### src/rtl/mul8_seq_ctrl.sv
// Sequential 8x8 unsigned shift-and-add multiplier that borrows the shared ALU
// adder through a request/grant handshake; one iteration per granted cycle.
module mul8_seq_ctrl #(
  parameter bit DONE_HOLD = 1'b0
) (
  input  logic        clk,
  input  logic        rst_n,
  input  logic        start,
  input  logic [7:0]  a,
  input  logic [7:0]  b,
  output logic        busy,
  output logic        done,
  output logic [15:0] product,
  output logic        hi_nz,
  output logic        add_req,
  input  logic        add_gnt,
  output logic [7:0]  add_a,
  output logic [7:0]  add_b,
  output logic        add_cin,
  input  logic [7:0]  add_s,
  input  logic        add_cout
);

  typedef enum logic [1:0] {IDLE, RUN, DONE} state_t;

  state_t     state, state_nxt;
  logic [7:0] acc, q, mcand;
  logic [3:0] cnt;
  logic       done_r;
  logic       fire;
  logic [7:0] acc_nxt, q_nxt;

  // Carry-out re-enters at the top of acc, so no partial-product bit is lost.
  assign acc_nxt = {add_cout, add_s[7:1]};
  assign q_nxt   = {add_s[0], q[7:1]};
  assign add_cin = 1'b0;

  always_comb begin
    state_nxt = state;
    busy      = 1'b0;
    add_req   = 1'b0;
    add_a     = 8'h00;
    add_b     = 8'h00;
    fire      = 1'b0;
    case (state)
      IDLE: if (start) state_nxt = RUN;
      RUN: begin
        busy    = 1'b1;
        add_req = 1'b1;
        add_a   = acc;
        add_b   = q[0] ? mcand : 8'h00;
        fire    = add_gnt;
        if (add_gnt && cnt == 4'd7) state_nxt = DONE;
      end
      DONE:    state_nxt = IDLE;
      default: state_nxt = IDLE;
    endcase
  end

  always_ff @(posedge clk or negedge rst_n) begin
    if (!rst_n) begin
      state   <= IDLE;
      acc     <= 8'h00;
      q       <= 8'h00;
      mcand   <= 8'h00;
      cnt     <= 4'd0;
      product <= 16'h0000;
      hi_nz   <= 1'b0;
      done_r  <= 1'b0;
    end else begin
      state <= state_nxt;
      if (state == IDLE && start) begin
        mcand  <= a;
        q      <= b;
        acc    <= 8'h00;
        cnt    <= 4'd0;
        done_r <= 1'b0;
      end
      if (fire) begin
        acc <= acc_nxt;
        q   <= q_nxt;
        cnt <= cnt + 4'd1;
        if (cnt == 4'd7) begin
          product <= {acc_nxt, q_nxt};
          hi_nz   <= |acc_nxt;
          done_r  <= 1'b1;
        end
      end
    end
  end

  // Held variant stays up until the edge that accepts the next start.
  assign done = DONE_HOLD ? done_r : (state == DONE);

endmodule

### config.mk
export PLATFORM = sky130hd
export DESIGN_NAME = mul8_seq_ctrl
export DESIGN_NICKNAME = d
export VERILOG_FILES = /design/src/rtl/mul8_seq_ctrl.sv
export SDC_FILE = /design/constraint.sdc
export NUM_CORES = 1
export LEC_CHECK = 0
export BUFFER_PORTS_ARGS = -buffer_cell sky130_fd_sc_hd__clkbuf_2
export CAP_MARGIN = 20
export CORE_ASPECT_RATIO = 1.1
export CORE_MARGIN = 1
export CORE_UTILIZATION = 54
export CTS_BUF_LIST = sky130_fd_sc_hd__clkbuf_16
export DETAILED_ROUTE_END_ITERATION = 8
export PLACE_DENSITY = 0.9
export SLEW_MARGIN = 20
export SYNTH_ARGS = -nofsm -noshare
export SYNTH_HDL_FRONTEND = slang
export SYNTH_SLANG_ARGS = --single-unit
### constraint.sdc
create_clock -name clk -period 4.3 [get_ports clk]
set_clock_uncertainty 0.05 [all_clocks]
set_input_delay 0 -clock clk [delete_from_list [all_inputs] [get_ports clk]]
set_output_delay 0 -clock clk [all_outputs]
set_load 0.03 [all_outputs]
Yosys cells after proc, flatten, opt, wreduce, memory -nomap -nowiden
Index checks and enable logic that the tools add are counted.
{"block": "totals", "regBits": 47, "output_inout_bits": 37}
{"block": "op_classes", "addsub": 1, "n_eq_ne": 5, "n_mux": 14, "reduce_logical": 7}
{"cell": "two-way mux 8 bit", "n": 7}
{"cell": "two-way mux 4 bit", "n": 2}
{"cell": "OR reduction 8 bit", "n": 1}
{"cell": "adder 4 x 1 -> 4 bit, second input constant", "n": 1}
{"cell": "equality test 4 x 3 -> 1 bit, second input constant", "n": 1}
{"cell": "two-way mux 2 bit", "n": 2}
{"cell": "inequality test 2 bit, second input constant", "n": 2}
{"cell": "case mux 2 bit (2 select lines)", "n": 1}
{"cell": "AND reduction 2 bit", "n": 2}
{"cell": "equality test 2 x 1 -> 1 bit, second input constant", "n": 1}
{"cell": "equality test 2 bit, second input constant", "n": 1}
{"cell": "logical AND 1 bit", "n": 2}
{"cell": "logical NOT 2 bit", "n": 1}
{"cell": "two-way mux 1 bit", "n": 2}
{"cell": "nonzero test 2 bit", "n": 1}

Logic depth before layout (Yosys ltp)
Gate-level depths: netlist of the first run.
{"block": "depth", "ltp_word": 4, "depth_mapped": 6, "depth_no_buf": 4}

Worst setup path after synthesis of the first run
No wires, ideal clock.
{"block": "synth_timing", "path_type": "reg-to-reg", "from": "reg cnt[0]", "to": "reg hi_nz", "arrival_ns": 1.428, "t_required_ns": 4.125, "slack_ns": 2.696, "path_stages_with_launch": 7, "n_path_buf": 2, "synth_period_minus_slack_ns": 1.604, "path_cell_list": "dfrtp_1 ha_1 nand4b_1 nor3b_2 buf_6 buf_12 mux2_4"}
{"block": "synth_between", "elab_chain_cells": 2}
{"item": "from (decl)", "line": "28", "source": "logic [3:0] cnt;"}
{"item": "from (signal assigned)", "line": "82", "source": "cnt <= cnt + 4'd1;"}
{"item": "equality test 4 x 3 -> 1 bit", "line": "83", "source": "if (cnt == 4'd7) begin"}
{"item": "AND reduction 2 bit (no line)"}
{"item": "to (signal assigned)", "line": "85", "source": "hi_nz <= |acc_nxt;"}
{"item": "to (decl)", "line": "14", "source": "output logic hi_nz,"}
Every way passes these cells.
A chain may end at the register's enable or synchronous reset.

Worst setup path in the final report of the first run
{"block": "layout_timing", "from": "reg cnt[0]", "to": "reg product[14]"}
{"block": "layout_between", "elab_chain_cells": 2}
{"item": "equality test 4 x 3 -> 1 bit", "line": "83"}
{"item": "AND reduction 2 bit (no line)"}
{"item": "to (signal assigned)", "line": "84", "source": "product <= {acc_nxt, q_nxt};"}
{"item": "to (decl)", "line": "13", "source": "output logic [15:0] product,"}
Every way passes these cells.

==> impl_metrics.env, run 1 <==
export IMPL_status="finished, final reports clean"
export IMPL_fin_nets=293
export IMPL_grt_remaining_overflow=0
export IMPL_cts_sinks=47
export IMPL_cp_arrival_ns=2.38
export IMPL_h_tree_depth=2
export IMPL_worstRegToRegCells=4
export IMPL_yosysTopAreaCell="dfrtp_1"
export IMPL_r2r_start="cnt[0]"
export IMPL_netlist_top_cells_area="dfrtp_1, mux2_4, nand2_1"
export IMPL_grt_pass1_wl_mm=7.72
export IMPL_comb_power_share_pct=41.6
export IMPL_cts_tree="done"
export IMPL_syn_area_per_cell_um2=11.8
export IMPL_p_clk_share_pct=20.7
export IMPL_synth_ff_type="dfrtp_1"
export IMPL_cp_max_fo=18
export IMPL_finalCriticalPeriod_ns=2.26
export IMPL_antenna_cells=0
export IMPL_clk_path_buf_depth=2
export IMPL_grt_pass1_vias=1611
export IMPL_setup_violations=0
export IMPL_synthesis_nets=207
export IMPL_hp_class="in -> reg"
export IMPL_whs_path_depth=4
export IMPL_hold_start="add_gnt"
export IMPL_p_leak_nw=1.46
export IMPL_reg2reg_slack_ns=2.04
export IMPL_final_period_utilization_pct=52.6
export IMPL_switching_share_pct=40.5
export IMPL_ys_types=31
export IMPL_clk_latency_ns=0.29
export IMPL_p_seq_share_pct=37.7
export IMPL_synthCells=177
export IMPL_maxSlewHeadroom_pct=29.9
export IMPL_wirelength_mm=5.15
export IMPL_synth_warnings=0
export IMPL_clk_pin_slew_ns=0.06
export IMPL_vdd_drop_max_mv=0.486
export IMPL_grt_max_degree=48
export IMPL_die_w_um=61.3
export IMPL_ys_top_cells_by_count="dfrtp_1, nand2_1, a21oi_1"
export IMPL_worst_pin_slew_ns=1.05
export IMPL_stdcell_area_mm2=0.00281
export IMPL_die_h_um=67.2
export IMPL_vias_per_cell=5.42
export IMPL_row_count=23
export IMPL_fin_tns_setup_ns=0
export IMPL_drc=0
export IMPL_synthToLayoutAreaGrowth_pct=34.3
export IMPL_cts_root_buf="clkbuf_16"
export IMPL_drt_iter0_drc=106
export IMPL_wl_per_cell_um=16.4
export IMPL_synth_most_common_cell="dfrtp_1"
export IMPL_dieArea_mm2=0.00412
export IMPL_rsz0062_at_grt="false"
export IMPL_drv_slew=0
export IMPL_num_vias=1702
export IMPL_drive_above_1_share_pct=34.5
export IMPL_critPathLaunchType="flop"
export IMPL_synth_edf_count=0
export IMPL_place_area_mm2=0.00238
export IMPL_p_switching_w=0.000837
export IMPL_globalplace_congestion=0.863
export IMPL_io_buffers=64
export IMPL_dr_pass1_iters=4
export IMPL_post_cts_buffers=0
export IMPL_max_freq_mhz=442
export IMPL_crit_required_ns=4.42
export IMPL_post_cts_resized=0
export IMPL_core_area_mm2=0.00368
export IMPL_design_portCount=66
export IMPL_netlist_area_mm2=0.00209
export IMPL_path_class="reg -> reg"
export IMPL_grt_antenna_before_repair=0
export IMPL_final_antenna_net_count=0
export IMPL_slowest_stage="nor3b_4"
export IMPL_r2r_end="product[14]"
export IMPL_cts_buffers_inserted=5
export IMPL_yosysSeqAreaShare_pct=56.3
export IMPL_ys_seq_elements=47
export IMPL_min_to="state[0]"
export IMPL_ys_async_sr_fraction_pct=100
export IMPL_cp_end_kind="flop"
export IMPL_crit_chain="ha_1, nand4b_1, nor3b_4, mux2_2"
export IMPL_start_util_pct=56.7
export IMPL_cts_hold_buf=26
export IMPL_max_cap_violations=0
export IMPL_cellPowerDensity_mw_per_mm2=737
export IMPL_slowest_delay_ns=0.89
export IMPL_yosysTopAreaCellShare_pct=56.3
export IMPL_grtUsageTotal_pct=26.5
export IMPL_power_internal_w=0.00123
export IMPL_hold_viol_final=0
export IMPL_dpl_hpwl_mm=2.99
-- worst max-delay path: cells and delay by family (launching register included) --
kind	cells	cell delay, ns
AND/OR/NAND/NOR	2	1.08
multiplexers	1	0.43
flip-flops	1	0.39
adder cells (fa/ha/maj)	1	0.20
-- power by group through the flow --
| stage | clock [W] | sequential, W | combinational (W) |
|---|---|---|---|
| floorplan | 0 | 0.000889 | 0.000487 |
| global placement | 0 | 0.000771 | 0.000803 |
| detailed placement | 0 | 0.000777 | 0.000831 |
| CTS | 0.000430 | 0.000772 | 0.000856 |
| global route | 0.000446 | 0.000800 | 0.000922 |
| finish | 0.000427 | 0.000779 | 0.000861 |
-- worst max path at each step --
stage,startpoint,to,slack (ns),cells after the start
6_report,cnt[0],product[14],2.04,4
3_5_place_dp,cnt[0],product[13],2.06,4
5_1_grt,cnt[1],product[14],1.94,4
3_3_place_gp,cnt[0],product[3],2.14,4
4_1_cts,cnt[0],product[13],2.05,4
2_1_floorplan,cnt[0],hi_nz,2.70,6
-- layer usage --
| metal | part of all wire [%] | global-route usage, % | wire length [um] | vias to the layer above |
|---|---|---|---|---|
| met4 | 1.5 | 7.10 | 77 | 0 |
| met5 | 0 | 0 | 0 | - |
| met3 | 4.5 | 6.51 | 231 | 9 |
| met2 | 55 | 45.7 | 2830 | 64 |
| li1 | - | - | - | 781 |
| met1 | 39 | 32.9 | 2010 | 848 |
-- cells by family after synthesis --
family          Yosys count  share of synthesized area [%]
flops                    47                           56.3
buf+inv                  11                           4.79
fa+ha+maj                 1                          0.599
mux                      18                           11.3
simple gates             75                           19.0
other cells               1                          0.179
compound gates           24                           7.90
-- registers in the layout, indices dropped and copies added (netlist names) --
name,count
cnt,4
product,16
q,8
state,2
hi_nz,1
acc,8
mcand,8
-- layout by cell type (no fill, tap or decap), types with 2 or more instances in the layout --
cell / instances
a21oi_1: 10
a22o_1: 9
a22oi_1: 3
and2_1: 8
and3_1: 8
clkbuf_16: 5
clkbuf_2: 63
dfrtp_1: 47
dlygate4sd3_1: 26
mux2_2: 8
mux2_4: 9
nand2_1: 36
nand3_1: 4
nor2_1: 5
nor2b_1: 2
nor3b_1: 2
nor3b_4: 2
nor4_1: 2
-- final cells by class --
class	instances	area, um^2
multi-input cells	119	820
repair buffers	90	583
well taps	50	62.6
flip-flops and latches	47	1180
clock inverters	3	38.8
fillers	250	878
clock buffers	5	125
-- through the flow --
stage               worst slack (ns)  utilization, %  hold slack [ns]  cells  total power (W)
CTS                             2.05            76.1            0.119    314          0.00206
global placement                2.14            64.6            0.142    280          0.00157
finish                          2.04            76.2            0.122    314          0.00207
global route                    1.94            76.2            0.148    314          0.00217
floorplan                       2.70               -           -0.346    177          0.00138
detailed placement              2.06            64.6            0.145    280          0.00161
Power figures use the tool's default switching activity.
==> run 2, diff against run 1 <==
--- a/config.mk
+++ b/config.mk
@@ -9,10 +9,10 @@
 export CAP_MARGIN = 20
 export CORE_ASPECT_RATIO = 1.1
 export CORE_MARGIN = 1
-export CORE_UTILIZATION = 54
+export CORE_UTILIZATION = 50
 export CTS_BUF_LIST = sky130_fd_sc_hd__clkbuf_16
 export DETAILED_ROUTE_END_ITERATION = 8
-export PLACE_DENSITY = 0.9
+export PLACE_DENSITY = 0.85
 export SLEW_MARGIN = 20
 export SYNTH_ARGS = -nofsm -noshare
 export SYNTH_HDL_FRONTEND = slang
==> constraint.sdc (replaced) <==
create_clock -name clk -period 2.2 [get_ports clk]
set_clock_uncertainty 0.05 [all_clocks]
set_input_delay 0 -clock clk [delete_from_list [all_inputs] [get_ports clk]]
set_output_delay 0 -clock clk [all_outputs]
set_load 0.03 [all_outputs]
==> run 2 against run 1 <==
Compared with the run above: final cell count grew 2.9%; die area rose by 7.7%; worst setup slack got worse by 1.7 ns; non-clock buffer count grew 7; routed wire length grew 0.41%; via count rose by 1.5%; cell area increased by 2.9%; critical path type is now reg -> out; critical endpoint is now add_a[1]; largest cell class unchanged; highest routed layer unchanged.
==> impl_metrics.env, run 2 (synthesis gave the netlist of run 1 again) <==
export IMPL_status="finished, final reports clean"
export IMPL_final_common_cell="clkbuf_2"
export IMPL_drv_slew=0
export IMPL_cp_end_kind="output pin"
export IMPL_post_cts_buffers=0
export IMPL_cp_arrival_ns=1.85
export IMPL_finalHoldWorstSlack_ns=0.0957
export IMPL_hold_start="add_gnt"
export IMPL_reg2reg_slack_ns=0.41
export IMPL_crit_required_ns=2.15
export IMPL_row_count=24
export IMPL_dp_slack_ns=0.451
export IMPL_p_leak_nw=1.51
export IMPL_fin_ws_ns=0.302
export IMPL_path_class="reg -> out"
export IMPL_grt_pass1_vias=1740
export IMPL_max_cap_violations=0
export IMPL_stdcell_count=323
export IMPL_cellPowerDensity_mw_per_mm2=1450
export IMPL_hold_viol_final=0
export IMPL_synthToLayoutAreaGrowth_pct=38.1
export IMPL_place_area_mm2=0.00243
export IMPL_cp_max_fo=11
export IMPL_hp_class="in -> reg"
export IMPL_r2r_start="cnt[0]"
export IMPL_slowest_delay_ns=0.49
export IMPL_worstRegToRegCells=5
export IMPL_path_buf_inv=2
export IMPL_fin_tns_setup_ns=0
export IMPL_fillerInstances=251
export IMPL_stdcell_area_mm2=0.00289
export IMPL_wl_per_cell_um=16.0
export IMPL_drc=0
export IMPL_slowest_stage="dfrtp_1"
export IMPL_fin_nets=300
export IMPL_die_h_um=69.8
export IMPL_dp_cells=289
export IMPL_antenna_cells=0
export IMPL_final_period_utilization_pct=86.3
export IMPL_largest_register_ffs=16
export IMPL_globalplace_congestion=0.820
export IMPL_regArea_mm2=0.00118
export IMPL_h_tree_depth=2
export IMPL_grtUsageTotal_pct=25.6
export IMPL_max_freq_mhz=527
export IMPL_clk_pin_slew_ns=0.06
export IMPL_dieArea_mm2=0.00444
export IMPL_rsz0062_at_grt="false"
export IMPL_start_util_pct=52.3
export IMPL_cts_tree="done"
export IMPL_grt_remaining_overflow=0
export IMPL_setup_violations=0
export IMPL_grt_max_degree=23
export IMPL_cts_buffers_inserted=5
export IMPL_regMostFlops="product"
export IMPL_whs_path_depth=4
export IMPL_vdd_drop_max_mv=0.829
export IMPL_design_portCount=66
export IMPL_min_to="state[0]"
export IMPL_crit_chain="nor2b_1, buf_4, and2_1, clkbuf_2"
export IMPL_final_antenna_net_count=0
export IMPL_die_w_um=63.6
export IMPL_layout_common_cells="clkbuf_2, dfrtp_1, nand2_1"
export IMPL_finalCriticalPeriod_ns=1.90
export IMPL_clk_path_buf_depth=2
export IMPL_dr_pass1_iters=4
export IMPL_post_cts_resized=0
export IMPL_vias_per_cell=5.35
export IMPL_critPathLaunchType="flop"
export IMPL_num_vias=1728
export IMPL_crit_family="simple AND/OR/NAND/NOR gates"
export IMPL_r2r_end="product[12]"
export IMPL_clk_latency_ns=0.28
export IMPL_maxSlewHeadroom_pct=56.5
export IMPL_io_buffers=64
export IMPL_multi_input_area_um2=820
export IMPL_wirelength_mm=5.17
export IMPL_dpl_hpwl_mm=3.10
export IMPL_cts_root_buf="clkbuf_16"
export IMPL_core_area_mm2=0.00399
export IMPL_cts_sinks=47
export IMPL_drt_iter0_drc=119
export IMPL_worst_pin_slew_ns=0.653
export IMPL_grt_antenna_before_repair=0
export IMPL_drive_above_1_share_pct=36.5
export IMPL_grt_pass1_wl_mm=8.48
[run 2: cell types whose count changed in the layout (fill, tap and decap cells not counted), sizes merged]
cell      delta
buf          +6
bufinv       +1
clkbuf       +1
clkinvlp     +1
clkinv       -2
[run 2: worst max path at each step]
stage	startpoint	end	cells after the start
final	state[0]	add_a[1]	4
after global routing	state[0]	add_a[1]	4
after CTS	state[0]	add_a[7]	4
after detailed placement	cnt[0]	product[11]	5
after global placement	cnt[0]	product[13]	5
after floorplan	cnt[0]	hi_nz	6
[run 2: cell type report]
| class | count | share of cell area, % |
|---|---|---|
| flip-flops and latches | 47 | 40.7 |
| clock buffers | 5 | 4.33 |
| clock inverters | 3 | 2.34 |
| well taps | 52 | 2.25 |
| repair buffers | 97 | 21.9 |
| multi-input cells | 119 | 28.4 |
[run 2: timing repair]
action	in CTS	in global routing
hold endpoints to repair	53	0
endpoints found under the setup margin	0	0
hold buffers	26	0
[run 2: routing by layer]
metal  track usage [%]  share of wire [%]  wire length [um]  vias up
met5                 0                  0                 0        -
met4              9.85                2.8               144        0
met3              5.26                4.8               249       13
met2              42.9                 53              2750       58
met1              32.3                 39              2020      863
li1                  -                  -                 -      794
[run 2: tightest hold or removal path, delay by kind of cell]
| family | cells | cell delay (ns) |
|---|---|---|
| buffers and inverters | 1 | 0.10 |
| AND/OR/NAND/NOR | 3 | 0.29 |
[run 2: power breakdown]
part,internal (W),switching (W),total [W]
combinational,0.000645,0.00105,0.00169
sequential,0.00125,0.000286,0.00153
clock,0.000650,0.000307,0.000957
total,0.00254,0.00164,0.00418
[run 2: through the flow]
stage	total power (W)	utilization, %
2_1_floorplan	0.00269	-
3_3_place_gp	0.00312	60.9
3_5_place_dp	0.00316	60.9
4_1_cts	0.00419	72.3
5_1_grt	0.00440	72.3
6_report	0.00418	72.3
